$ cat src/rtl/controle_andar_pkg.sv
// Shared types and width helpers for the elevator cabin motion controller.
package controle_andar_pkg;

  typedef enum logic [1:0] {
    PARADO,
    SUBINDO,
    DESCENDO,
    PORTA_ABERTA
  } estado_t;

  typedef enum logic {
    UP,
    DOWN
  } direcao_t;

  function automatic int largura(input int n);
    return (n < 2) ? 1 : $clog2(n);
  endfunction

  function automatic int maximo(input int a, input int b);
    return (a > b) ? a : b;
  endfunction

endpackage

$ cat src/rtl/busca_pedidos.sv
// Reports whether any request lies above, below or exactly at a given floor.
module busca_pedidos
  import controle_andar_pkg::*;
#(
  parameter  int NUM_ANDARES = 4,
  localparam int AW          = largura(NUM_ANDARES)
) (
  input  logic [NUM_ANDARES-1:0] pendentes,
  input  logic [AW-1:0]          andar_atual,
  output logic                   tem_acima,
  output logic                   tem_abaixo,
  output logic                   tem_aqui
);

  logic [NUM_ANDARES-1:0] mask_acima, mask_abaixo, mask_aqui;

  // NOTE: every always_comb output gets a default first, so no path can infer a latch.
  always_comb begin
    mask_acima  = '0;
    mask_abaixo = '0;
    mask_aqui   = '0;
    for (int i = 0; i < NUM_ANDARES; i++) begin
      mask_acima[i]  = (i > int'(andar_atual));
      mask_abaixo[i] = (i < int'(andar_atual));
      mask_aqui[i]   = (i == int'(andar_atual));
    end
  end

  assign tem_acima  = |(pendentes & mask_acima);
  assign tem_abaixo = |(pendentes & mask_abaixo);
  assign tem_aqui   = |(pendentes & mask_aqui);

endmodule

$ cat src/rtl/controle_andar.sv
// Cabin motion controller: latches floor calls and serves them with SCAN scheduling,
// timing floor-to-floor travel and door dwell.
module controle_andar
  import controle_andar_pkg::*;
#(
  parameter  int NUM_ANDARES = 4,
  parameter  int TEMPO_ANDAR = 8,
  parameter  int TEMPO_PORTA = 4,
  localparam int AW          = largura(NUM_ANDARES),
  localparam int TW          = largura(maximo(TEMPO_ANDAR, TEMPO_PORTA) + 1)
) (
  input  logic                   clk,
  input  logic                   rst_n,
  input  logic [NUM_ANDARES-1:0] pedido,
  output logic                   subindo,
  output logic                   descendo,
  output logic [AW-1:0]          andar_atual,
  output logic                   porta_aberta,
  output logic [NUM_ANDARES-1:0] pendentes
);

  estado_t                estado, estado_prox;
  direcao_t               ultima_dir, dir_prox;
  logic [TW-1:0]          timer, timer_prox;
  logic [AW-1:0]          andar_prox, andar_vizinho;
  logic [NUM_ANDARES-1:0] visiveis, servido;
  logic                   tem_acima, tem_abaixo, tem_aqui;
  logic                   viz_acima, viz_abaixo, viz_aqui;

  // Same-cycle calls count toward every decision, not only latched ones.
  assign visiveis      = pendentes | pedido;
  assign andar_vizinho = (estado == DESCENDO) ? andar_atual - AW'(1) : andar_atual + AW'(1);

  busca_pedidos #(.NUM_ANDARES(NUM_ANDARES)) u_busca_aqui (
    .pendentes  (visiveis),
    .andar_atual(andar_atual),
    .tem_acima  (tem_acima),
    .tem_abaixo (tem_abaixo),
    .tem_aqui   (tem_aqui)
  );

  // Looks at the floor the cabin is about to arrive at.
  busca_pedidos #(.NUM_ANDARES(NUM_ANDARES)) u_busca_vizinho (
    .pendentes  (visiveis),
    .andar_atual(andar_vizinho),
    .tem_acima  (viz_acima),
    .tem_abaixo (viz_abaixo),
    .tem_aqui   (viz_aqui)
  );

  always_comb begin
    estado_prox = estado;
    andar_prox  = andar_atual;
    timer_prox  = timer;
    dir_prox    = ultima_dir;
    servido     = '0;
    unique case (estado)
      PARADO: begin
        if (tem_aqui)                                          estado_prox = PORTA_ABERTA;
        else if (tem_acima && (ultima_dir == UP || !tem_abaixo)) estado_prox = SUBINDO;
        else if (tem_abaixo)                                   estado_prox = DESCENDO;
      end
      SUBINDO, DESCENDO: begin
        if (timer == TW'(TEMPO_ANDAR - 1)) begin
          andar_prox = andar_vizinho;
          timer_prox = '0;
          dir_prox   = (estado == SUBINDO) ? UP : DOWN;
          if (viz_aqui)                                         estado_prox = PORTA_ABERTA;
          else if ((estado == SUBINDO) ? viz_acima : viz_abaixo) estado_prox = estado;
          else                                                  estado_prox = PARADO;
        end else begin
          timer_prox = timer + TW'(1);
        end
      end
      PORTA_ABERTA: begin
        if (pedido[andar_atual]) begin
          timer_prox = '0;
        end else if (timer == TW'(TEMPO_PORTA - 1)) begin
          estado_prox = PARADO;
          timer_prox  = '0;
        end else begin
          timer_prox = timer + TW'(1);
        end
      end
    endcase
    // Clear the floor where the door is (or is about to be) open, so it never stays pending.
    if (estado == PORTA_ABERTA || estado_prox == PORTA_ABERTA) servido[andar_prox] = 1'b1;
  end

  // NOTE: sequential state uses non-blocking assignments so all registers update together.
  always_ff @(posedge clk or negedge rst_n) begin
    if (!rst_n) begin
      estado       <= PARADO;
      andar_atual  <= '0;
      pendentes    <= '0;
      timer        <= '0;
      ultima_dir   <= UP;
      subindo      <= 1'b0;
      descendo     <= 1'b0;
      porta_aberta <= 1'b0;
    end else begin
      estado       <= estado_prox;
      andar_atual  <= andar_prox;
      pendentes    <= visiveis & ~servido;
      timer        <= timer_prox;
      ultima_dir   <= dir_prox;
      subindo      <= (estado_prox == SUBINDO);
      descendo     <= (estado_prox == DESCENDO);
      porta_aberta <= (estado_prox == PORTA_ABERTA);
    end
  end

  a_direcao_exclusiva: assert property (@(posedge clk) disable iff (!rst_n) !(subindo && descendo));

endmodule
$ cat config.mk
export PLATFORM = sky130hd
export DESIGN_NAME = controle_andar
export DESIGN_NICKNAME = d
export VERILOG_FILES = /design/src/rtl/controle_andar_pkg.sv /design/src/rtl/busca_pedidos.sv /design/src/rtl/controle_andar.sv
export SDC_FILE = /design/constraint.sdc
export NUM_CORES = 1
export LEC_CHECK = 0
export BUFFER_PORTS_ARGS = -buffer_cell sky130_fd_sc_hd__buf_2
export CAP_MARGIN = 20
export CORE_ASPECT_RATIO = 0.8
export CORE_MARGIN = 1.5
export CORE_UTILIZATION = 44
export CTS_BUF_LIST = sky130_fd_sc_hd__clkbuf_4
export DETAILED_ROUTE_END_ITERATION = 16
export PLACE_DENSITY = 0.66
export SYNTH_ARGS = -nofsm -noshare
export SYNTH_HDL_FRONTEND = slang
export SYNTH_SLANG_ARGS = --single-unit
$ cat constraint.sdc
create_clock -name clk -period 2.3 [get_ports clk]
set_input_delay 0.345 -clock clk [delete_from_list [all_inputs] [get_ports clk]]
set_output_delay 0.345 -clock clk [all_outputs]
set_load 0.005 [all_outputs]
==> impl_metrics.csv <==
group,metric,value,unit
routing,drc,0,
sta,finalSetupViolations,0,
die,die_area,3069,µm²
worst_setup_path,path_max_fanout,8,
synthesis,synth_area,1207,µm²
clocking,clk_latency,280,ps
clocking,cts.sinks,16,
synthesis,ys.warnings.count,0,
placed_design,pre_cts_ws,-46.88,ps
synthesis,ys_top_cells_by_count,"dfrtp_1 (16), ha_1 (12), nor2_1 (12)",
layout,area.growth.synth_to_final,25.49,%
sta,hold_violations,0,
routing,postRouteWirelength,3112,µm
die,initial_core_util,47.87,%
grt,first_global_vias,1111,
hold_path,hold_class,"input port to flip-flop",
clocking,cts.clk_slew.worst_paths,80,ps
power,irDropWorstVdd,0.0006541,V
worst_setup_path,critical_path.startpoint_type,"flip-flop",
synthesis,synth.top_cell.area_share,33.16,%
synthesis,yosysUniqueCellTypes,42,
grt,grt_usage,23.02,%
layout,nNetsFinal,176,
sta,timing.final.ws_setup,31.26,ps
sta,worstMarginPinSlew,398.3,ps
routing,routed_via_density,5.854,
sta,skew,1.547,ps
flow_run,maxCapViolCount,0,
grt,grt_pass1_wl,5257,µm
clocking,htreeDepth,1,
die,ios,15,
worst_setup_path,worstSetupPathType,"flip-flop to flip-flop",
sta,max-slew-margin-rel,73.45,%
routing,dr.pass1.iters,4,
synthesis,yosysMostFrequentCell,"dfrtp_1",
placed_design,placed_cell_area,1395,µm²
layout,fillCellCount,228,
placed_design,hpwl,2318,µm
clocking,cts_tree,"yes",
clocking,cts-root-buf,"clkbuf_4",
synthesis,yosys-top-cells-area,"dfrtp_1 (33%), ha_1 (12%), nor2_1 (3.7%), o21ai_0 (3.3%), a31oi_1 (3.1%)",
synthesis,synthFlopType,"dfrtp_1",
clocking,cts_buffers,3,
die,dieWidth,61.57,µm
placed_design,dp.cells,184,
worst_setup_path,cp.required,2450,ps
routing,vias,1124,
layout,finalNonFillerCells,192,
sta,fin_crit_sh,98.64,%
sta,drv_slew,0,
die,chipHeight,49.86,µm
worst_setup_path,cp-end-kind,"flip-flop",
power,powerDensity,1541,nW/µm²
routing,drt_iter0_markers,61,
outcome,status,"finished, final reports clean",
synthesis,synth-edff-count,0,
synthesis,ys_ff_latch,16,
synthesis,synth.avg_cell_area,9.360,µm²
routing,wire_per_inst,16.21,µm
power,leakagePower,0.6397,nW
routing,final_antenna_net_count,0,
sta,fin_crit,2269,ps
placed_design,io_buffer_count,14,
synthesis,syn_nets,147,
grt,antenna_found_initial,0,
layout,diodes,0,
grt,overflow,0,
synthesis,async_reset_ff_share,100.0,%
layout,drive_gt1_share,32.69,%
clocking,cts_buffer_depth,2,
synthesis,netlist_instances,129,
worst_setup_path,rrSetupSlack,30,ps
sta,max_freq,440.8,MHz
placed_design,routabilityCongestion,0.8710,
worst_setup_path,crit_arrival,2420,ps
die,rows,16,
die,coreArea,2522,µm²
synthesis,synth_top_area_cell,"dfrtp_1",
sta,grt_setup_unrepaired,"true",
synthesis,ys_seq_area_share,33.16,%
grt,grt_start_max_net_pins,17,
layout,fin_area,1515,µm²
-- layout by cell type (no fill, tap or decap), drive strengths merged, types with 3 or more instances in the layout --
| cell | n |
|---|---|
| ha | 12 |
| inv | 9 |
| nor2b | 3 |
| nor2 | 12 |
| o22ai | 3 |
| nand2b | 4 |
| dfrtp | 16 |
| o221ai | 3 |
| a21oi | 7 |
| a22o | 3 |
| clkbuf | 3 |
| nand2 | 5 |
| a31oi | 8 |
| o21ai | 8 |
| buf | 25 |
| or2 | 3 |
-- cells by family after synthesis --
group | count (synthesis) | synth area share (%)
compound gates | 45 | 27.98
xor+xnor | 2 | 1.451
fa+ha+maj | 12 | 12.43
buf+inv | 11 | 3.730
flops | 16 | 33.16
mux | 2 | 2.798
simple gates | 41 | 18.45
-- worst max-delay path, stage by stage (launching register included) --
cell and delay (ps):
dfrtp_1 430, ha_2 200, and2b_2 270, nor2_2 60, or3_4 370, a31o_1 260
a311oi_4 300, buf_6 160, a31oi_1 80
-- final timing paths --
kind,from,end,cells past startpoint
setup / recovery,estado[1]$_DFF_PN0_,pendentes[2]$_DFF_PN0_,8
hold / removal,pedido[3],pendentes[3]$_DFF_PN0_,3
setup reg to reg,estado[1]$_DFF_PN0_,pendentes[2]$_DFF_PN0_,8
hold reg to reg,ultima_dir$_DFFE_PN0P_,ultima_dir$_DFFE_PN0P_,2
max in group asynchronous,rst_n,andar_atual[1]$_DFF_PN0_,2
min in group asynchronous,rst_n,timer[3]$_DFFE_PN0N_,2
-- final cells by class --
cell class              count  area (µm²)  area share, %
multi-input cells         102       839.6          55.41
clock buffers               3       22.52          1.486
inverters                   9       33.78          2.230
flip-flops and latches     16       400.4          26.42
repair buffers             26       173.9          11.48
well taps                  36       45.04          2.973
-- metrics by stage --
step	hold WS, ps	power [mW]	util, %	TNS (ps)
global placement	276.0	1.935	55.31	0
finish	424.4	2.335	60.07	0
floorplan	49.41	1.567	-	0
detailed placement	274.4	1.979	55.31	-112.9
CTS	409.9	2.193	57.49	0
global route	457.4	2.535	60.07	-71.53
-- report_power, final --
part / total (mW) / leakage, nW / switching, mW / internal (mW)
Clock: 0.142 / 0.0138 / 0.0808 / 0.0608
Sequential: 0.534 / 0.191 / 0.121 / 0.413
Combinational: 1.66 / 0.435 / 0.878 / 0.782
Total: 2.34 / 0.640 / 1.08 / 1.26
-- what timing repair did --
action                                  4_1_cts  5_1_grt
endpoints found under the setup margin        6        7
hold endpoints to repair                     16        0
hold buffers                                  1        0
pin swaps                                     1        7
setup buffers                                 1        3
gates resized for setup                       2       13
-- registers in the layout, summed over array words and instances, names as in the netlist --
signal,flops
ultima_dir,1
andar_atual,2
porta_aberta,1
descendo,1
subindo,1
estado,2
timer,4
pendentes,4
-- layer usage --
metal / track usage, % / vias to the layer above / share of wire (%) / routed length (µm)
met4: 8.156 / 0 / 0.96 / 30
li1: - / 534 / - / -
met1: 34.00 / 550 / 47 / 1468
met3: 3.675 / 5 / 4.5 / 140
met5: 0 / - / 0 / 0
met2: 33.68 / 35 / 47 / 1472
Note: power is estimated with default switching activity, not from simulation.
